<file path="src/rtl/mm_job_scheduler_pkg.sv">
// Shared types and helpers for the matrix-multiplier job scheduler.
package mm_job_scheduler_pkg;

    // Scheduler phases, from ownership hand-out to result readback.
    typedef enum logic [2:0] {
        ST_IDLE,
        ST_GRANT,
        ST_START,
        ST_BUSY,
        ST_DRAIN,
        ST_RECOVER
    } sched_state_e;

    // Round-robin successor of a requester index (wraps at n).
    function automatic int rr_next(input int idx, input int n);
        return (idx + 1 >= n) ? 0 : idx + 1;
    endfunction

endpackage

</file>
<file path="src/rtl/mm_job_scheduler_rr_arbiter.sv">
// Round-robin arbiter: picks the first active request at or after rr_ptr, wrapping.
module rr_arbiter #(
    parameter  int N_REQ = 4,
    localparam int IW    = $clog2(N_REQ)
) (
    input  logic [N_REQ-1:0] req,
    input  logic [IW-1:0]    rr_ptr,
    output logic [N_REQ-1:0] onehot,
    output logic [IW-1:0]    idx,
    output logic             any
);

    // Scan upward from rr_ptr with wrap; the first set request wins.
    always_comb begin
        int k;
        // NOTE: every output gets a default before the scan so no path leaves one unassigned (no latch).
        onehot = '0;
        idx    = '0;
        any    = 1'b0;
        k      = 0;
        for (int i = 0; i < N_REQ; i++) begin
            k = int'(rr_ptr) + i;
            if (k >= N_REQ) k = k - N_REQ;
            if (!any && req[k]) begin
                any       = 1'b1;
                idx       = IW'(k);
                onehot[k] = 1'b1;
            end
        end
    end

endmodule

</file>
<file path="src/rtl/mm_job_scheduler.sv">
// Shares one matrix-multiplier core and its single-port BRAM among N_REQ requesters.
// Round-robin ownership, start/done handshake with the core, watchdog recovery.
module mm_job_scheduler
    import mm_job_scheduler_pkg::*;
#(
    parameter  int L_RAM_SIZE = 3,
    parameter  int BITWIDTH   = 32,
    parameter  int N_REQ      = 4,
    parameter  int TIMEOUT    = 4096,
    parameter  int RST_CYCLES = 2,
    localparam int AW         = 2 * L_RAM_SIZE + 1
) (
    input  logic                      aclk,
    input  logic                      aresetn,
    input  logic [N_REQ-1:0]          req,
    input  logic [N_REQ-1:0]          go,
    output logic [N_REQ-1:0]          grant,
    output logic [N_REQ-1:0]          cmp,
    output logic                      err,
    input  logic [N_REQ*AW-1:0]       req_addr,
    input  logic [N_REQ*BITWIDTH-1:0] req_wrdata,
    input  logic [N_REQ-1:0]          req_we,
    output logic [AW-1:0]             bram_addr,
    output logic [BITWIDTH-1:0]       bram_wrdata,
    output logic                      bram_we,
    input  logic [AW-1:0]             mm_addr,
    input  logic [BITWIDTH-1:0]       mm_wrdata,
    input  logic                      mm_we,
    output logic                      mm_start,
    output logic                      mm_reset,
    input  logic                      mm_done
);

    localparam int IW  = $clog2(N_REQ);
    localparam int WDW = $clog2(TIMEOUT);
    localparam int RCW = $clog2(RST_CYCLES) + 1;
    localparam logic [WDW-1:0] WD_LAST = WDW'(TIMEOUT - 1);
    localparam logic [RCW-1:0] RC_LAST = RCW'(RST_CYCLES - 1);

    sched_state_e     state_q, state_nx;
    logic [N_REQ-1:0] grant_q, cmp_q;
    logic             err_q;
    logic [IW-1:0]    g_idx, rr_ptr;
    logic [WDW-1:0]   wd_cnt;
    logic [RCW-1:0]   rst_cnt;
    logic             cmp_set, err_set;
    logic [N_REQ-1:0] arb_onehot;
    logic [IW-1:0]    arb_idx;
    logic             arb_any;

    rr_arbiter #(.N_REQ(N_REQ)) u_arb (
        .req    (req),
        .rr_ptr (rr_ptr),
        .onehot (arb_onehot),
        .idx    (arb_idx),
        .any    (arb_any)
    );

    assign grant = grant_q;
    assign cmp   = cmp_q;
    assign err   = err_q;

    // State register.
    always_ff @(posedge aclk or negedge aresetn) begin
        // NOTE: sequential state uses non-blocking assignments so every flop samples pre-edge values.
        if (!aresetn) state_q <= ST_IDLE;
        else          state_q <= state_nx;
    end

    // Next-state logic; also flags the cycles that end a job with a cmp (and err) pulse.
    always_comb begin
        state_nx = state_q;
        cmp_set  = 1'b0;
        err_set  = 1'b0;
        unique case (state_q)
            ST_IDLE:    if (arb_any) state_nx = ST_GRANT;
            // A dropped request wins over a same-cycle go; go waits out the previous job's done tail.
            ST_GRANT: begin
                if (!req[g_idx])                  state_nx = ST_IDLE;
                else if (go[g_idx] && !mm_done)   state_nx = ST_START;
            end
            ST_START:   state_nx = ST_BUSY;
            ST_BUSY: begin
                if (mm_done) begin
                    state_nx = ST_DRAIN;
                    cmp_set  = 1'b1;
                end else if (wd_cnt == WD_LAST) begin
                    state_nx = ST_RECOVER;
                end
            end
            ST_DRAIN:   if (!req[g_idx]) state_nx = ST_IDLE;
            ST_RECOVER: begin
                if (rst_cnt == RC_LAST) begin
                    state_nx = ST_DRAIN;
                    cmp_set  = 1'b1;
                    err_set  = 1'b1;
                end
            end
            default:    state_nx = ST_IDLE;
        endcase
    end

    // Grant/pointer bookkeeping, watchdog, recovery timer and the completion pulses.
    always_ff @(posedge aclk or negedge aresetn) begin
        if (!aresetn) begin
            grant_q <= '0;
            g_idx   <= '0;
            rr_ptr  <= '0;
            wd_cnt  <= '0;
            rst_cnt <= '0;
            cmp_q   <= '0;
            err_q   <= 1'b0;
        end else begin
            if (state_q == ST_IDLE && arb_any) begin
                grant_q <= arb_onehot;
                g_idx   <= arb_idx;
                rr_ptr  <= IW'(rr_next(int'(arb_idx), N_REQ));
            end else if (state_nx == ST_IDLE) begin
                grant_q <= '0;
            end

            // Watchdog restarts at START and saturates at its last value while BUSY.
            if (state_q == ST_START)
                wd_cnt <= '0;
            else if (state_q == ST_BUSY && wd_cnt != WD_LAST)
                wd_cnt <= wd_cnt + WDW'(1);

            if (state_q == ST_RECOVER) rst_cnt <= rst_cnt + RCW'(1);
            else                       rst_cnt <= '0;

            cmp_q <= cmp_set ? grant_q : '0;
            err_q <= err_set;
        end
    end

    // Core control strobes and the BRAM port mux (grantee while loading/reading, core while running).
    always_comb begin
        mm_start    = (state_q == ST_START);
        mm_reset    = !aresetn || (state_q == ST_RECOVER);
        bram_addr   = '0;
        bram_wrdata = '0;
        bram_we     = 1'b0;
        unique case (state_q)
            ST_GRANT, ST_DRAIN: begin
                bram_addr   = req_addr[int'(g_idx)*AW +: AW];
                bram_wrdata = req_wrdata[int'(g_idx)*BITWIDTH +: BITWIDTH];
                bram_we     = req_we[g_idx];
            end
            ST_START, ST_BUSY: begin
                bram_addr   = mm_addr;
                bram_wrdata = mm_wrdata;
                bram_we     = mm_we;
            end
            // Core is being reset: keep its address on the port but never let it write.
            ST_RECOVER: begin
                bram_addr   = mm_addr;
                bram_wrdata = mm_wrdata;
            end
            default: ;
        endcase
    end

endmodule

</file>
<file path="config.mk">
export PLATFORM = sky130hd
export DESIGN_NAME = mm_job_scheduler
export DESIGN_NICKNAME = d
export VERILOG_FILES = /design/src/rtl/mm_job_scheduler_pkg.sv /design/src/rtl/mm_job_scheduler_rr_arbiter.sv /design/src/rtl/mm_job_scheduler.sv
export SDC_FILE = /design/constraint.sdc
export NUM_CORES = 1
export LEC_CHECK = 0
export CAP_MARGIN = 20
export CORE_MARGIN = 2
export CORE_UTILIZATION = 34
export CTS_BUF_LIST = sky130_fd_sc_hd__clkbuf_4 sky130_fd_sc_hd__clkbuf_8 sky130_fd_sc_hd__clkbuf_16
export DETAILED_ROUTE_END_ITERATION = 8
export GPL_TIMING_DRIVEN = 0
export PLACE_DENSITY = 0.83
export SYNTH_ARGS = -nofsm -noshare
export SYNTH_HDL_FRONTEND = slang
export SYNTH_SLANG_ARGS = --single-unit
export TNS_END_PERCENT = 30
</file>
<file path="constraint.sdc">
create_clock -name aclk -period 2.6 [get_ports aclk]
set_input_delay 0.65 -clock aclk [delete_from_list [all_inputs] [get_ports aclk]]
set_output_delay 0.65 -clock aclk [all_outputs]
set_load 0.02 [all_outputs]
</file>
==> results of run 1 <==
placed cells by master (no fill, tap or decap), types with 4 or more instances in the layout:
| cell type | instances |
|---|---|
| a22o_1 | 41 |
| buf_6 | 5 |
| clkbuf_2 | 8 |
| mux2i_1 | 4 |
| a21oi_1 | 7 |
| xnor2_1 | 8 |
| and2_1 | 4 |
| nor2_1 | 23 |
| nand2_1 | 18 |
| dlygate4sd2_1 | 7 |
| clkdlybuf4s50_1 | 211 |
| a22oi_1 | 5 |
| nand3_1 | 5 |
| inv_1 | 5 |
| mux4_2 | 43 |
| buf_2 | 43 |
| nor3_1 | 7 |
| dfrtp_1 | 29 |
| buf_4 | 4 |
| clkbuf_8 | 6 |
| o21ai_0 | 16 |
| ha_1 | 6 |
sequential cells by signal, indices dropped and copies added (netlist names), named ones only:
register,flops
wd_cnt,12
g_idx,2
err,1
state_q,3
cmp,4
rst_cnt,2
grant,4
rr_ptr,1
report_power, final:
group	total (mW)	switching (mW)	internal, mW	leakage, nW
registers	0.668	0.103	0.565	0.403
clock network	0.342	0.163	0.179	0.0438
logic	5.13	2.73	2.40	2.08
logic make-up (layout without fill, tap and decap cells):
group | after synthesis | count (layout)
AO/OA/AOI/OAI | 89 | 89
AND/OR/NAND/NOR | 84 | 84
multiplexers | 49 | 49
buffers and inverters | 38 | 304
flip-flops | 30 | 30
XOR/XNOR | 9 | 9
adder cells (fa/ha/maj) | 6 | 6
per-layer routing:
metal / share of wire, % / vias up
li1: - / 1762
met3: 9.7 / 35
met1: 36 / 1894
met2: 52 / 223
met5: 0 / -
met4: 2.9 / 0
critical path: stages:
cell and delay [ns]:
clkdlybuf4s50_1 0.39, mux4_2 0.46, a22o_1 0.18, clkdlybuf4s15_2 0.26
worst paths after layout:
kind,start,end,slack (ns),cells after the start
hold reg to reg,rst_cnt[0],rst_cnt[0],0.43,1
max in group asynchronous,aresetn,wd_cnt[8],1.93,2
min in group aclk,rst_cnt[0],rst_cnt[0],0.43,1
hold / removal,aresetn,grant[1],0.26,1
setup / recovery,req_addr[23],bram_addr[2],0.007,4
setup reg to reg,register,grant[3],0.22,8
cell type report:
cell class | count | area (sq um)
sequential | 30 | 752.0
clock inverter | 2 | 10.01
inverter | 5 | 18.77
clock buffer | 5 | 68.82
fill | 741 | 3187
buffer | 30 | 259.0
timing repair buffer | 262 | 2446
tap | 129 | 161.4
multi-input combinational | 237 | 2381
timing repair:
action,CTS,global route
resized for setup,220,14
cloned,0,0
endpoints found under the setup margin,42,20
pin swaps,4,1
setup buffers,0,0
stage by stage:
| stage | TNS (ns) | util [%] | instance area (sq um) | cells | total power, mW |
|---|---|---|---|---|---|
| after floorplan | 0 | - | 3254 | 305 | 3.909 |
| after global placement | -18.22 | 64.93 | 6028 | 695 | 5.883 |
| after detailed placement | -19.33 | 65.23 | 6056 | 696 | 6.004 |
| after CTS | -0.09837 | 65.50 | 6081 | 701 | 6.125 |
| after global routing | -0.02369 | 65.67 | 6097 | 700 | 6.542 |
| final | 0 | 65.67 | 6097 | 700 | 6.143 |
==> flow_summary.ini, run 1 <==
[setup_path]
worstPathRequired_ns = 1.95
startpoint_type = input port
endpoint_kind = output pin
critPathArrivalTime_ns = 1.94
crit_fanout = 1
worstSetupPathType = input port to output pin

[logic_synthesis]
syn_area_per_cell_sq_um = 10.67
synthCells = 305
synth_top_family_by_area = multiplexers
yosysTopAreaCell = mux4_2
synthTopCellsByCount = 43 x mux4_2, 42 x a22o_1, 30 x dfrtp_1
synthArstFlopShare_pct = 100.0
syn_area_sq_um = 3254
synth_area_leaders = mux4_2 30%, dfrtp_1 23%, a22o_1 11%, nor2_1 2.9%, o21ai_0 2.6%
yosys.area_share.xor_xnor_pct = 2.422
synth_edf_count = 0
syn_nets = 522
synth_compound_area_share_pct = 21.22
synth_mux_area_share_pct = 32.14
synthSimpleGateAreaFrac_pct = 13.38
ys_ff_latch = 30
yosysSeqAreaShare_pct = 23.07
yosys.area_share.adder_pct = 2.307
ys.flop_type = dfrtp_1
synth_top_area_share_pct = 29.76
ys_types = 43
yosys.cell_count.top_type = mux4_2
ys_warn_count = 0

[cells_and_area]
drive_above_1_share_pct = 23.82
nets = 788
syn2layout_area_growth_pct = 87.35
antenna_cells = 0

[cts]
cts_tree = done
holdBufCountCts = 0
clkSinkCount = 30
clk_pin_slew_ns = 0.06
ctsHtreeMaxLevel = 2
clockBufferDepth = 2
numCtsBuffers = 5
root_buffer = clkbuf_8
clkLatencyLatePin_ns = 0.28

[route]
ant_nets = 0
via_per_inst = 5.591
wirelength_microns = 14350
drt_iter0_markers = 100
drc = 0
vias = 3914
firstDrtPassIters = 6
routedWlPerCell_microns = 20.50

[global_routing]
grt_max_degree = 20
use_met2_pct = 47.72
grt_use_met1_pct = 30.24
grt_first_pass_wirelength_microns = 20950
gr-max-usage-layer = met2
antenna_found_initial = 0
grt-ovfl-total = 0
use_met3_pct = 7.661
grt_pass1_vias = 3993
grtUsageTotal_pct = 26.44

[placement]
place_ws_ns = -0.5754
finalWeightedCongestion = 0.8595
hpwl_microns = 11940
portBuffers = 261

[floorplanning]
num_rows = 35
fp.dieArea_sq_um = 10370
die_w_microns = 101.8
ios = 262
start_util_pct = 35.05
core_region_area_sq_um = 9284
chipHeight_microns = 101.8

[flow_run]
cap_violations = 0

[timing]
fin_skew_ns = 0.004314
slew_viol_final = 0
layout_setup_ws_ns = 0.007439
hold_violations = 0
period_needed_ns = 2.593
rsz0062_at_grt = yes
worst_hold_slack_ns = 0.2640
relSlewSlack_pct = 63.63
finalCritPeriodShare_pct = 99.71
setup_viol = 0
max_freq_mhz = 385.7
tightest_slew_ns = 0.5455

[status]
status = finished, final reports clean

[pwr]
power_per_cell_area_nw_per_um2 = 1008
vdd_drop_max_mv = 0.5162
p_leak_nw = 2.526

[worst_hold_path]
hold_path_class = input port to async pin
(Power assumes the default switching activity.)
==> inputs of run 2 (changes only) <==
==> constraint.sdc (replaced) <==
create_clock -name aclk -period 2.6 [get_ports aclk]
set_input_delay 0.78 -clock aclk [delete_from_list [all_inputs] [get_ports aclk]]
set_output_delay 0.78 -clock aclk [all_outputs]
set_load 0.02 [all_outputs]
==> run 2 against run 1 <==
  * The flow now finishes with violations (negative setup slack)
  * Sequential power is 2% higher
  * Maximum frequency down 3.0%
  * Final area increased by 3.9%
  * Cell count is 2.3% higher
  * Total power up 15%
  * Core utilization is 2.5 points higher
  * Flip-flop and latch count unchanged
  * Non-clock buffer count rose by 10
  * Count of clock-buffer cells in the layout unchanged
  * Clock skew is essentially flat
  * Global-route usage fell by 0.10 points
==> flow_summary.ini, run 2 (same netlist as run 1, synthesis figures left out) <==
[timing]
tightest_slew_ns = 0.5017
worst_hold_slack_ns = 0.4316
relSlewSlack_pct = 66.20
period_needed_ns = 2.672
rsz0062_at_grt = yes
hold_violations = 0
setup_viol = 19
finalCritPeriodShare_pct = 102.8
layout_setup_ws_ns = -0.07175
slew_viol_final = 0
fin_skew_ns = 0.004043
max_freq_mhz = 374.3
tns_ns = -0.2898

[pwr]
vdd_drop_max_mv = 0.7119
power_mw = 7.056
power_per_cell_area_nw_per_um2 = 1114
p_leak_nw = 2.856

[cts]
clkSinkCount = 30
clockBufferDepth = 2
cts_tree = done
clk_pin_slew_ns = 0.06
numCtsBuffers = 5
root_buffer = clkbuf_8
clkLatencyLatePin_ns = 0.28
ctsHtreeMaxLevel = 2

[cells_and_area]
largest_register_ffs = 12
post-route-util_pct = 68.22
drive_above_1_share_pct = 26.51
regMostFlops = wd_cnt
final_common_cell = dlygate4sd2_1
nets = 798
final_area_sq_um = 6334
layout.cells.non_filler = 716
fillers = 775
mostFrequentLayoutCells = 144 x dlygate4sd2_1, 58 x clkdlybuf4s50_1, 45 x buf_6
syn2layout_area_growth_pct = 94.62

[setup_path]
worstPathRequired_ns = 1.82
startpoint_type = input port
crit_fanout = 1
critPathArrivalTime_ns = 1.89
worstSetupPathType = input port to output pin
endpoint_kind = output pin

[route]
ant_nets = 0
wirelength_microns = 14500
via_per_inst = 5.501
firstDrtPassIters = 4
drt_iter0_markers = 131
drc = 0
routedWlPerCell_microns = 20.25
vias = 3939

[global_routing]
grt_pass1_vias = 4094
grtUsageTotal_pct = 26.34
grt_first_pass_wirelength_microns = 20960
antenna_found_initial = 4
grt-ovfl-total = 0
grt_max_degree = 20

[floorplanning]
core_region_area_sq_um = 9284
num_rows = 35
start_util_pct = 35.05
die_w_microns = 101.8
fp.dieArea_sq_um = 10370
ios = 262
chipHeight_microns = 101.8

[worst_hold_path]
hold_path_class = register to register

[status]
failed_checks = negative setup slack
status = finished with violations

[placement]
hpwl_microns = 11940
finalWeightedCongestion = 0.8595
portBuffers = 261
place_ws_ns = -0.8263
dp.cells = 696
dpl_cell_area_sq_um = 6056

[flow_run]
cap_violations = 0
[run 2: cell types whose count changed in the layout (fill, tap and decap cells not counted), sizes merged]
cell / previous run / this run
dlymetal6s2s: 2 / 1
diode: 0 / 6
clkdlybuf4s50: 211 / 58
buf: 58 / 72
dlygate4sd2: 7 / 144
clkdlybuf4s15: 1 / 14
[run 2: final timing paths]
check | from | to | slack, ns | cells past startpoint
max | req_wrdata[122] | bram_wrdata[26] | -0.07 | 4
min | rst_cnt[0] | rst_cnt[0] | 0.43 | 1
max reg2reg | register | grant[3] | 0.22 | 8
min reg2reg | rst_cnt[0] | rst_cnt[0] | 0.43 | 1
max in group asynchronous | aresetn | wd_cnt[8] | 1.71 | 2
min in group asynchronous | aresetn | grant[1] | 0.49 | 1
[run 2: worst max-delay path: stages]
cell and delay (ns):
dlygate4sd2_1 0.23, mux4_2 0.48, a22o_4 0.27, buf_6 0.13
[run 2: final cells by class]
type | instances | area [sq um] | area share (%)
timing repair buffer | 272 | 2638 | 41.64
clock inverter | 2 | 10.01 | 0.1580
buffer | 30 | 280.3 | 4.425
inverter | 5 | 18.77 | 0.2963
antenna | 6 | 15.01 | 0.2371
multi-input combinational | 237 | 2389 | 37.71
clock buffer | 5 | 68.82 | 1.087
tap | 129 | 161.4 | 2.548
sequential | 30 | 753.2 | 11.89
[run 2: report_power, final]
group | internal (mW) | leakage [nW] | switching (mW)
Clock | 0.179 | 0.0438 | 0.165
Combinational | 3.15 | 2.41 | 2.88
Sequential | 0.567 | 0.402 | 0.114
[run 2: what timing repair did]
| item | CTS | global route |
|---|---|---|
| resized for setup | 484 | 15 |
| pin swaps | 42 | 36 |
| cloned | 0 | 3 |
| hold buffers | 0 | 0 |
| hold endpoints to repair | 0 | 0 |
| setup buffers | 5 | 2 |
| endpoints found under the setup margin | 42 | 47 |
[run 2: metal layers]
metal  global-route usage, %  share of wire, %  vias up
met3                   7.524               8.6       30
met5                       0                 0        -
met1                   29.55                36     1916
met4                   10.87               2.8        0
met2                   46.91                53      210
li1                        -                 -     1783
